**src/rtl/word_sync_arb_pkg.sv**
```systemverilog
// Shared definitions for the word-synchronizer arbiter: FSM state encodings
// and a constant-friendly ceiling log2.
package word_sync_arb_pkg;

  typedef enum logic [1:0] {
    IDLE   = 2'd0,
    LAUNCH = 2'd1,
    HOLD   = 2'd2
  } state_t;

  function automatic int clog2(input int v);
    int r;
    r = 0;
    while ((1 << r) < v) r++;
    return r;
  endfunction

endpackage

```
**src/rtl/word_sync_arb_rr_arbiter.sv**
```systemverilog
// Round-robin selector: a pointer register plus a rotate-priority search that
// picks the first active request at or above the pointer, wrapping around.
module word_sync_arb_rr_arbiter
  import word_sync_arb_pkg::*;
#(
  parameter int P_N_REQ = 4
) (
  input  logic                      clk,
  input  logic                      rst,
  input  logic [P_N_REQ-1:0]        req,
  input  logic                      advance,
  output logic [clog2(P_N_REQ)-1:0] winner,
  output logic                      valid
);

  localparam int IW = clog2(P_N_REQ);

  logic [IW-1:0] ptr;

  function automatic logic [IW-1:0] rot_idx(input logic [IW-1:0] base, input int off);
    int s;
    s = int'(base) + off;
    if (s >= P_N_REQ) s = s - P_N_REQ;
    return IW'(s);
  endfunction

  // Scan from the farthest offset down so the nearest active request wins.
  always_comb begin
    winner = ptr;
    valid  = 1'b0;
    for (int i = P_N_REQ - 1; i >= 0; i--) begin
      if (req[rot_idx(ptr, i)]) begin
        winner = rot_idx(ptr, i);
        valid  = 1'b1;
      end
    end
  end

  always_ff @(posedge clk) begin
    if (rst) begin
      ptr <= '0;
    end else if (advance && valid) begin
      ptr <= (winner == IW'(P_N_REQ - 1)) ? '0 : winner + 1'b1;
    end
  end

endmodule

```
**src/rtl/word_sync_arb.sv**
```systemverilog
// Shares one word-synchronizer channel among several requesters: arbitrates,
// captures the winning word, strobes wr, then holds off until the channel settles.
module word_sync_arb
  import word_sync_arb_pkg::*;
#(
  parameter int P_N_REQ      = 4,
  parameter int P_DATA_WIDTH = 32,
  parameter int P_WR_WIDTH   = 2,
  parameter int P_HOLDOFF    = 16
) (
  input  logic                              clk,
  input  logic                              rst,
  input  logic [P_N_REQ-1:0]                req,
  input  logic [P_N_REQ*P_DATA_WIDTH-1:0]   data_in,
  output logic [P_N_REQ-1:0]                ack,
  output logic [clog2(P_N_REQ)-1:0]         grant_id,
  output logic                              busy,
  output logic                              wr,
  output logic [P_DATA_WIDTH-1:0]           data_0
);

  localparam int IW      = clog2(P_N_REQ);
  localparam int CNT_MAX = (P_WR_WIDTH > P_HOLDOFF) ? P_WR_WIDTH : P_HOLDOFF;
  localparam int CNT_W   = clog2(CNT_MAX + 1);

  state_t            state;
  logic [CNT_W-1:0]  cnt;
  logic [IW-1:0]     winner;
  logic              valid;
  logic              advance;

  // The pointer only moves on the cycle a launch is actually taken.
  assign advance = (state == IDLE);

  word_sync_arb_rr_arbiter #(
    .P_N_REQ(P_N_REQ)
  ) u_arb (
    .clk    (clk),
    .rst    (rst),
    .req    (req),
    .advance(advance),
    .winner (winner),
    .valid  (valid)
  );

  always_ff @(posedge clk) begin
    if (rst) begin
      state    <= IDLE;
      wr       <= 1'b0;
      ack      <= '0;
      busy     <= 1'b0;
      data_0   <= '0;
      grant_id <= '0;
      cnt      <= '0;
    end else begin
      ack <= '0;
      unique case (state)
        IDLE: begin
          if (valid) begin
            data_0   <= data_in[winner*P_DATA_WIDTH +: P_DATA_WIDTH];
            grant_id <= winner;
            ack      <= P_N_REQ'(1) << winner;
            wr       <= 1'b1;
            busy     <= 1'b1;
            cnt      <= CNT_W'(P_WR_WIDTH - 1);
            state    <= LAUNCH;
          end
        end
        LAUNCH: begin
          if (cnt == '0) begin
            wr    <= 1'b0;
            cnt   <= CNT_W'(P_HOLDOFF - 1);
            state <= HOLD;
          end else begin
            cnt <= cnt - CNT_W'(1);
          end
        end
        // Hold-off lets the far side finish sync and handshake before the next wr edge.
        HOLD: begin
          if (cnt == '0) begin
            busy  <= 1'b0;
            state <= IDLE;
          end else begin
            cnt <= cnt - CNT_W'(1);
          end
        end
        default: state <= IDLE;
      endcase
    end
  end

endmodule

```
**config.mk**
```make
export PLATFORM = sky130hd
export DESIGN_NAME = word_sync_arb
export DESIGN_NICKNAME = d
export VERILOG_FILES = /design/src/rtl/word_sync_arb_pkg.sv /design/src/rtl/word_sync_arb_rr_arbiter.sv /design/src/rtl/word_sync_arb.sv
export SDC_FILE = /design/constraint.sdc
export NUM_CORES = 1
export LEC_CHECK = 0
export BUFFER_PORTS_ARGS = -buffer_cell sky130_fd_sc_hd__clkbuf_2
export CAP_MARGIN = 20
export CORE_ASPECT_RATIO = 1.75
export CORE_MARGIN = 1
export CORE_UTILIZATION = 46
export DETAILED_ROUTE_END_ITERATION = 6
export GPL_TIMING_DRIVEN = 1
export PLACE_DENSITY_LB_ADDON = 0.2
export SYNTH_ARGS = -nofsm -noshare
export SYNTH_HDL_FRONTEND = slang
export SYNTH_HIERARCHICAL = 1
export SYNTH_SLANG_ARGS = --single-unit
```
**constraint.sdc**
```tcl
create_clock -name clk -period 5.1 [get_ports clk]
set_input_delay 0 -clock clk [delete_from_list [all_inputs] [get_ports clk]]
set_output_delay 0 -clock clk [all_outputs]
set_load 0.03 [all_outputs]
```
==> summary.txt, run 1 <==
Placed design
  • Worst slack, placed: 2.57 ns
  • Detail Placement HPWL: 6.16 mm
  • RePlAce Congestion: 0.779
  • IO buf count: 173

Clock network
  • Clk sinks: 49
  • Worst-skew pair later-pin latency: 0.31 ns
  • Num CTS Buffers: 5
  • Clock root buffer: clkbuf_8
  • H-tree levels: 2
  • TritonCTS clock tree: built
  • Post-CTS Setup Repair Bufs: 0
  • Clock transition at path regs: 0.09 ns
  • Post-CTS Resized: 0
  • Clk buf depth: 2
  • # hold bufs at CTS: 0

Power and ir drop
  • Int Pwr: 1.16 mW
  • Sequential power share: 30.5%
  • Peak VDD IR: 0.301 mV
  • Net Sw Frac: 44.8%
  • Clk pwr share: 10.5%
  • Combinational Power Share: 59.0%
  • Switch Pwr: 939 uW
  • Power per cell area: 572 nW/um^2
  • Pleak: 1.78 nW

Worst setup path
  • Crit path arrival time: 2.76 ns
  • Kind of critical path: reg -> reg
  • End of the critical path: data_0[30]
  • CP Cell Sequence: or3_2, o2111ai_1, nand2_1, buf_4, mux4_2, a22o_1
  • CP Capture Type: register
  • R2R cell count: 6
  • Crit start category: register
  • Crit path launch: u_arb/ptr[1]
  • Worst reg2reg startpoint: u_arb/ptr[1]
  • Worst Path Required: 5.31 ns
  • R2R setup slack: 2.55 ns
  • Crit path max-delay cell type: or3_2
  • Worst R2R End: data_0[30]
  • Critical path's largest stage delay: 0.49 ns
  • Crit Path Max Fanout: 20

Yosys
  • Synth Warn #: 6
  • Post-synthesis sequential area ratio: 36.3%
  • Post-synthesis average cell area: 12.5 sq um
  • Mapped Area: 2700 sq um
  • Synth Register Bits: 49
  • Post-Syn Nets: 357
  • Synth Instances: 217
  • Synth cell types: 42

Finish
  • Fillcell total: 454
  • ANT cells: 0
  • Layout cell share with drive strength beyond 1: 57.7%
  • Final layout net count: 526
  • Synthesis-to-layout area growth: 35.5%

Job
  • Max-Cap Viols: 0

Die
  • Die Width: 60.0 microns
  • Die area: 6200 sq um
  • Row count: 36
  • Starting density of the core: 48.0%
  • # IOs: 174
  • Chip height: 103 microns
  • Core box area: 5630 sq um

Global route
  • Total track usage: 24.1%
  • Gr ovfl total: 0
  • Largest net degree at the start of global routing: 36
  • Global-route wire length before repair: 11.0 mm
  • Initial antenna violation count: 0
  • Vias in the first global route: 2370

Drt
  • Post-Route M1 WL: 2.58 mm
  • DRC: 0
  • Max layer used: met4
  • Post-Route WL: 7.63 mm
  • Routed len/inst: 16.6 microns
  • Vias: 2498
  • Via/cell ratio: 5.42
  • Drt pass-1 iters: 4
  • Post-route ant nets: 0
  • Met2 wire length: 4.36 mm
  • WL met3: 516 microns
  • Initial detailed-routing violation count: 100

STA
  • Period minus WS final: 2.55 ns
  • Worst Skew: 0.00478 ns
  • Final worst-path cycle share: 50.0%
  • RSZ-0062 raised after global routing: false
  • Final total negative setup slack: 0 ns
  • Worst-Margin Slew: 0.937 ns
  • Setup violators final: 0
  • Fin. max-slew vios: 0
  • Slew margin rel.: 37.4%
  • Final Hold Viols: 0
  • Fin worst setup slack: 2.55 ns
  • Max Freq: 392 MHz

Min path
  • HP Class: in -> reg

Run status
  • Status: complete, no violations
metrics by stage:
stage	hold WS (ns)	total power [mW]	instances	utilization (%)	instance area, sq um
global route	0.107	2.24	461	65.1	3660
global placement	0.411	1.87	455	63.8	3590
finish	0.0876	2.10	461	65.1	3660
floorplan	0.0646	1.61	217	-	2700
detailed placement	0.429	1.90	455	63.8	3590
CTS	0.0933	2.12	461	65.1	3660
kinds of logic (layout without fill, tap and decap cells):
group,count (synthesis),count (layout),share of synthesized area [%]
xor+xnor,1,1,0.324
fa+ha+maj,6,6,2.78
mux,33,33,27.6
simple gates,44,44,8.98
buf+inv,22,190,5.14
flops,49,49,36.3
compound gates,62,62,18.9
worst max-delay path: cells and delay by family (launching register included):
family | cells | cell delay [ns]
AOI/OAI and AO/OA | 2 | 0.35
buffers and inverters | 1 | 0.43
DFF | 1 | 0.38
muxes | 1 | 0.31
and+or+nand+nor | 2 | 0.98
worst min-delay path by stage:
stage	slack (ns)	cells past startpoint	start	endpoint
after global routing	0.11	3	data_in[15]	data_0[15]
after CTS	0.09	2	rst	cnt[1]
after global placement	0.41	3	data_in[98]	data_0[2]
after detailed placement	0.43	2	rst	cnt[1]
after floorplan	0.06	1	rst	u_arb/ptr[1]
final	0.09	2	rst	cnt[1]
area by class of cell:
cell class | instances | area, sq um | area share (%)
well taps | 76 | 95.1 | 2.60
multi-input cells | 146 | 1590 | 43.4
flip-flops and latches | 49 | 981 | 26.8
clock inverters | 1 | 5.00 | 0.137
clock buffers | 5 | 68.8 | 1.88
repair buffers | 177 | 896 | 24.5
inverters | 7 | 26.3 | 0.717
cells in the mapped netlist:
cell type,count,share of area (%)
dfxtp_1,49,36
a22o_1,33,11
mux4_2,28,23
nor2_1,13,1.8
nand2_1,12,1.7
a21oi_1,8,1.5
buf_2,7,1.3
ha_1,6,2.8
inv_1,6,0.83
a211oi_1,4,1.1
clkbuf_1,4,0.56
mux4_1,4,3.9
o21ai_0,4,0.74
nand2b_1,3,0.69
nor2b_1,3,0.69
a211oi_2,2,0.93
a21o_1,2,0.56
a21oi_2,2,0.65
buf_12,2,1.5
buf_6,2,0.83
or2b_1,2,0.56
a211o_1,1,0.32
a221oi_4,1,0.97
a311oi_1,1,0.32
and2_1,1,0.23
and3_1,1,0.23
inv_2,1,0.14
mux2i_1,1,0.37
nand3_1,1,0.18
nand3b_1,1,0.28
nor2_2,1,0.23
nor3_1,1,0.18
nor4_1,1,0.23
nor4b_1,1,0.32
nor4b_4,1,0.88
o2111ai_1,1,0.32
o21a_1,1,0.28
o21ai_2,1,0.32
o22ai_1,1,0.23
or3_2,1,0.28
or4b_4,1,0.51
xnor2_1,1,0.32
power groups by stage:
stage          logic [mW]  clock network [mW]  registers [mW]
6_report             1.24               0.219           0.639
5_1_grt              1.34               0.242           0.659
4_1_cts              1.25               0.227           0.640
3_5_place_dp         1.25                   0           0.649
3_3_place_gp         1.23                   0           0.642
2_1_floorplan       0.722                   0           0.887
routing by layer:
metal / track usage, % / vias up
met1: 23.3 / 1191
met3: 6.22 / 15
li1: - / 1194
met5: 0 / -
met2: 45.9 / 98
met4: 10.7 / 0
flip-flops by register name, summed over array words and instances, names as in the netlist:
signal     cells
state          2
busy           1
wr             1
grant_id       2
data_0        32
u_arb/ptr      2
cnt            5
ack            4
cells in the final DEF (no fill, tap or decap), drive strengths merged, types with 4 or more instances in the layout:
cell type and n:
ha 6, o21ai 5, mux4 32, a21oi 10, a211oi 6, nor2 14, a22o 33, buf 4
clkbuf 178, dfxtp 49, inv 7, nand2 12
Note: power is estimated with default switching activity, not from simulation.
==> run 2: changes to the inputs <==
Settings changed: CORE_UTILIZATION 46 to 43.
Clock period 5.1 ns to 2.65 ns, I/O delays scaled along.
==> summary.txt, run 2 (synthesized netlist as in run 1, its figures left out) <==
Clock network
  • Clock transition at path regs: 0.10 ns (about the same)
  • TritonCTS clock tree: built
  • Clk buf depth: 2 (unchanged)
  • Post-CTS Setup Repair Bufs: 0 (unchanged)
  • Post-CTS Resized: 0 (unchanged)
  • H-tree levels: 2 (unchanged)
  • Clk sinks: 49 (unchanged)
  • Worst-skew pair later-pin latency: 0.30 ns (about the same)
  • Clock root buffer: clkbuf_8
  • Num CTS Buffers: 5 (unchanged)
  • # hold bufs at CTS: 0 (unchanged)

Die
  • Core box area: 5970 sq um (+6.1%)
  • Starting density of the core: 45.3% (-2.7 points)
  • Die area: 6620 sq um (+6.8%)
  • # IOs: 174 (unchanged)
  • Die Width: 61.9 microns (+3.3%)
  • Chip height: 107 microns (+3.4%)
  • Row count: 37 (+2.8%)

Drt
  • Initial detailed-routing violation count: 140 (+40%)
  • Via/cell ratio: 5.48 (+1.2%)
  • Vias: 2566 (+2.7%)
  • DRC: 0 (unchanged)
  • Drt pass-1 iters: 4 (unchanged)
  • Post-route ant nets: 0 (unchanged)
  • Post-Route WL: 7.98 mm (+4.5%)
  • Routed len/inst: 17.0 microns (+2.9%)

Worst setup path
  • Worst Path Required: 2.85 ns (-2.46 ns)
  • Crit start category: register
  • Kind of critical path: reg -> reg
  • R2R setup slack: 0.43 ns (-2.12 ns)
  • Worst reg2reg startpoint: u_arb/ptr[1]
  • CP Capture Type: register
  • Worst R2R End: data_0[25]
  • R2R cell count: 6 (unchanged)
  • Crit path arrival time: 2.42 ns (-0.34 ns)
  • Crit Path Max Fanout: 17 (-15%)

STA
  • Final total negative setup slack: 0 ns (unchanged)
  • Final Hold Viols: 0 (unchanged)
  • Setup violators final: 0 (unchanged)
  • Final worst-path cycle share: 83.6% (+34 points)
  • Worst Skew: 0.0121 ns (+0.00736 ns)
  • RSZ-0062 raised after global routing: false
  • Fin. max-slew vios: 0 (unchanged)
  • Worst-Margin Slew: 0.595 ns (-0.342 ns)
  • Max Freq: 451 MHz (+15%)
  • Period minus WS final: 2.22 ns (-0.333 ns)
  • Slew margin rel.: 60.2% (+23 points)

Finish
  • Synthesis-to-layout area growth: 38.5%
  • Final core utilization: 62.7% (-2.4 points)
  • Top reg by flops: data_0
  • Layout cell share with drive strength beyond 1: 57.9% (+0.29 points)
  • Commonest non-fill, non-tap cells in the layout: clkbuf_2, dfxtp_1, a22o_1, mux4_2, nor2_1
  • ANT cells: 0 (unchanged)
  • Number of flip-flops in the largest register: 32 (unchanged)
  • Largest registers: data_0 x32, cnt x5, ack x4
  • Most common cell after layout, fill and taps aside: clkbuf_2
  • Final layout net count: 529 (+0.57%)

Power and ir drop
  • Peak VDD IR: 0.620 mV (+110%)
  • Int Pwr: 2.39 mW (+110%)
  • Net Sw Frac: 43.4% (-1.5 points)
  • Switch Pwr: 1.83 mW (+95%)
  • Overall Power: 4.22 mW (+100%)
  • Clk pwr share: 13.2% (+2.7 points)
  • Pleak: 1.81 nW (+2.1%)
  • Sequential power share: 29.1% (-1.4 points)
  • Power per cell area: 1130 nW/um^2 (+97%)
  • Combinational Power Share: 57.7% (-1.3 points)

Placed design
  • RePlAce Congestion: 0.827 (+6.2%)
  • Detail Placement HPWL: 6.42 mm (+4.3%)
  • IO buf count: 173 (unchanged)

Run status
  • Status: complete, no violations

Global route
  • Total track usage: 24.3% (+0.27 points)
  • Largest net degree at the start of global routing: 22 (-39%)
  • Global-route wire length before repair: 12.0 mm (+9.2%)
  • Vias in the first global route: 2655 (+12%)
  • Gr ovfl total: 0 (unchanged)
  • Initial antenna violation count: 0 (unchanged)

Min path
  • Hold_sp: rst
  • HP Class: in -> reg
  • Hold Path Stages: 2 (unchanged)
  • Hold path endpoint: u_arb/ptr[1]

Job
  • Max-Cap Viols: 0 (unchanged)
## run 2: cell types whose count changed in the layout (fill, tap and decap cells not counted)
| cell | change |
|---|---|
| clkbuf_1 | +1 |
| clkbuf_8 | +1 |
| clkinv_2 | -1 |
| buf_4 | +2 |
| bufinv_16 | +1 |
| buf_12 | +1 |
## run 2: worst max path at each step
| stage | startpoint | endpoint | slack (ns) | depth (start not counted) |
|---|---|---|---|---|
| final | u_arb/ptr[1] | data_0[25] | 0.43 | 6 |
| after global routing | u_arb/ptr[1] | data_0[25] | 0.32 | 6 |
| after CTS | u_arb/ptr[0] | data_0[3] | 0.42 | 6 |
| after detailed placement | u_arb/ptr[1] | data_0[25] | 0.43 | 6 |
| after global placement | u_arb/ptr[0] | data_0[3] | 0.47 | 6 |
| after floorplan | u_arb/ptr[0] | data_0[25] | 0.67 | 7 |
## run 2: layout make-up
cell class              instances  area [sq um]
clock inverters                 1          30.0
repair buffers                180           931
multi-input cells             146          1590
flip-flops and latches         49           981
inverters                       7          26.3
clock buffers                   7          86.3
well taps                      78          97.6
fillers                       510          2230
## run 2: per-stage QoR
| step | area (sq um) | setup slack (ns) | cells | hold WS, ns |
|---|---|---|---|---|
| final | 3740 | 0.434 | 468 | 0.114 |
| after global routing | 3740 | 0.317 | 468 | 0.116 |
| after CTS | 3740 | 0.419 | 468 | 0.100 |
| after detailed placement | 3630 | 0.426 | 460 | 0.423 |
| after global placement | 3630 | 0.466 | 460 | 0.412 |
| after floorplan | 2700 | 0.672 | 217 | 0.0646 |
## run 2: worst max-delay path, cell delays in order (launching register included)
cell and delay (ns):
dfxtp_1 0.39, or3_2 0.50, o2111ai_1 0.12, nand2_1 0.28
buf_4 0.31, mux4_2 0.31, a22o_1 0.20
## run 2: power by group through the flow
stage          registers, mW  clock network (mW)  logic, mW
2_1_floorplan           1.71                   0       1.39
3_3_place_gp            1.23                   0       2.41
3_5_place_dp            1.24                   0       2.45
4_1_cts                 1.23               0.574       2.46
5_1_grt                 1.27               0.593       2.63
6_report                1.23               0.557       2.44
## run 2: layer usage
layer	part of all wire (%)	vias to the layer above	global-route usage [%]
met5	0	-	0
met4	3.7	0	11.1
met3	6.8	27	6.76
met2	55	113	43.3
met1	35	1222	24.7
li1	-	1204	-
==> run 3: changes to the inputs <==
Clock period 2.65 ns to 2.2 ns, I/O delays scaled along.
==> summary.txt, run 3 (synthesized netlist as in run 1, its figures left out) <==
Worst setup path
  • Critical path's largest stage delay: 0.57 ns (+0.07 ns)
  • R2R setup slack: 0.16 ns (-0.27 ns)
  • Crit Path Max Fanout: 20 (+3)
  • Crit path buf inv count: 1 (unchanged)
  • CP Cell Sequence: nor2b_1, a21o_1, a221oi_4, buf_12, mux4_1, a22o_1
  • CP Capture Type: register
  • Kind of critical path: reg -> reg
  • Crit start category: register
  • Family with the most delay on the worst path: compound AO/OA/AOI/OAI gates
  • Worst R2R End: data_0[0]
  • R2R cell count: 6 (unchanged)
  • Crit path arrival time: 2.23 ns (-0.19 ns)
  • Worst reg2reg startpoint: u_arb/ptr[0]
  • Worst Path Required: 2.39 ns (-0.46 ns)
  • Crit path max-delay cell type: mux4_1

STA
  • Final worst-path cycle share: 92.6% (+8.9 points)
  • RSZ-0062 raised after global routing: false
  • Slew margin rel.: 68.2% (+8.0 points)
  • Final total negative setup slack: 0 ns (unchanged)
  • Worst-Margin Slew: 0.476 ns (-0.119 ns)
  • Final Hold Viols: 0 (unchanged)
  • Setup violators final: 0 (unchanged)
  • Fin. max-slew vios: 0 (unchanged)
  • Worst Skew: 0.00440 ns (-0.00774 ns)
  • Max Freq: 491 MHz (+8.8%)
  • Period minus WS final: 2.04 ns (-0.180 ns)

Die
  • Starting density of the core: 45.3% (unchanged)
  • Die Width: 61.9 microns (unchanged)
  • Core box area: 5970 sq um (unchanged)
  • # IOs: 174 (unchanged)
  • Die area: 6620 sq um (unchanged)
  • Chip height: 107 microns (unchanged)
  • Row count: 37 (unchanged)

Drt
  • Vias: 2521 (-1.8%)
  • Post-Route WL: 7.66 mm (-3.9%)
  • Initial detailed-routing violation count: 84 (-40%)
  • Met2 wire length: 4.24 mm (-3.0%)
  • Post-route ant nets: 0 (unchanged)
  • Routed len/inst: 16.4 microns (-3.5%)
  • Drt pass-1 iters: 4 (unchanged)
  • Post-Route M1 WL: 2.62 mm (-5.4%)
  • Via/cell ratio: 5.41 (-1.3%)
  • Max layer used: met4
  • WL met3: 586 microns (+8.7%)
  • DRC: 0 (unchanged)

Clock network
  • Worst-skew pair later-pin latency: 0.29 ns (about the same)
  • # hold bufs at CTS: 0 (unchanged)
  • H-tree levels: 2 (unchanged)
  • Num CTS Buffers: 5 (unchanged)
  • Post-CTS Setup Repair Bufs: 0 (unchanged)
  • Clk buf depth: 2 (unchanged)
  • TritonCTS clock tree: built
  • Clock root buffer: clkbuf_8
  • Clock transition at path regs: 0.09 ns (about the same)
  • Clk sinks: 49 (unchanged)

Power and ir drop
  • Overall Power: 4.93 mW (+17%)
  • Pleak: 1.80 nW (-0.55%)
  • Power per cell area: 1320 nW/um^2 (+17%)
  • Peak VDD IR: 0.703 mV (+13%)

Job
  • Max-Cap Viols: 0 (unchanged)

Global route
  • Vias in the first global route: 2541 (-4.3%)
  • Largest net degree at the start of global routing: 21 (-4.5%)
  • Gr ovfl total: 0 (unchanged)
  • Initial antenna violation count: 0 (unchanged)
  • Global-route wire length before repair: 11.5 mm (-4.0%)
  • Total track usage: 23.6% (-0.79 points)

Run status
  • Status: complete, no violations

Min path
  • Hold path endpoint: cnt[1]
  • Hold Path Stages: 2 (unchanged)
  • Hold_sp: rst
  • HP Class: in -> reg

Finish
  • Layout cell share with drive strength beyond 1: 58.2% (+0.30 points)
  • Synthesis-to-layout area growth: 37.9%
  • Post-Layout Cell Count: 466 (-0.43%)
  • Design area: 3730 sq um (-0.43%)
  • Largest registers: data_0 x32, cnt x5, ack x4
  • Final core utilization: 62.4% (-0.27 points)
  • Final layout net count: 529 (unchanged)
  • Most common cell after layout, fill and taps aside: clkbuf_2
  • ANT cells: 0 (unchanged)
  • Top reg by flops: data_0
  • Commonest non-fill, non-tap cells in the layout: clkbuf_2, dfxtp_1, a22o_1, mux4_2, nor2_1
  • Number of flip-flops in the largest register: 32 (unchanged)

Placed design
  • Placed Cells: 460 (unchanged)
  • IO buf count: 173 (unchanged)
  • Detail Placement HPWL: 6.31 mm (-1.7%)
  • RePlAce Congestion: 0.760 (-8.1%)
  • Area of placed instances: 3650 sq um (+0.69%)
[run 3: cell types whose count changed in the layout (fill, tap and decap cells not counted), sizes merged]
cell / before / now
clkinv: 0 / 1
bufinv: 1 / 0
clkbuf: 180 / 178
[run 3: report_power, final]
part / switching, mW / internal (mW) / total [mW]
sequential: 0.225 / 1.25 / 1.48
clock: 0.274 / 0.210 / 0.483
combinational: 1.67 / 1.30 / 2.97
[run 3: worst max path at each step]
stage | end | from | depth (start not counted) | slack, ns
floorplan | data_0[25] | u_arb/ptr[0] | 7 | 0.22
global placement | data_0[3] | u_arb/ptr[0] | 6 | 0.19
detailed placement | data_0[0] | u_arb/ptr[0] | 6 | 0.13
CTS | data_0[0] | u_arb/ptr[0] | 6 | 0.11
global route | data_0[0] | u_arb/ptr[0] | 6 | 0.05
finish | data_0[0] | u_arb/ptr[0] | 6 | 0.16
[run 3: area by class of cell]
type,count,area (sq um)
fillers,521,2240
multi-input cells,146,1590
flip-flops and latches,49,982
repair buffers,180,956
well taps,78,97.6
clock buffers,5,68.8
inverters,7,26.3
clock inverters,1,5.00
[run 3: metrics by stage]
step	hold WS, ns	worst slack [ns]
final	0.103	0.163
after global routing	0.113	0.0470
after CTS	0.0917	0.113
after detailed placement	0.412	0.133
after global placement	0.408	0.194
after floorplan	0.0646	0.222
[run 3: what timing repair did]
item,4_1_cts,5_1_grt
endpoints found under the setup margin,0,1
hold endpoints to repair,0,0
resized for setup,0,1
[run 3: metal layers]
metal,vias to the layer above,GRT usage (%)
li1,1208,-
met1,1194,23.9
met2,103,42.2
met3,16,7.60
met4,0,8.89
met5,-,0
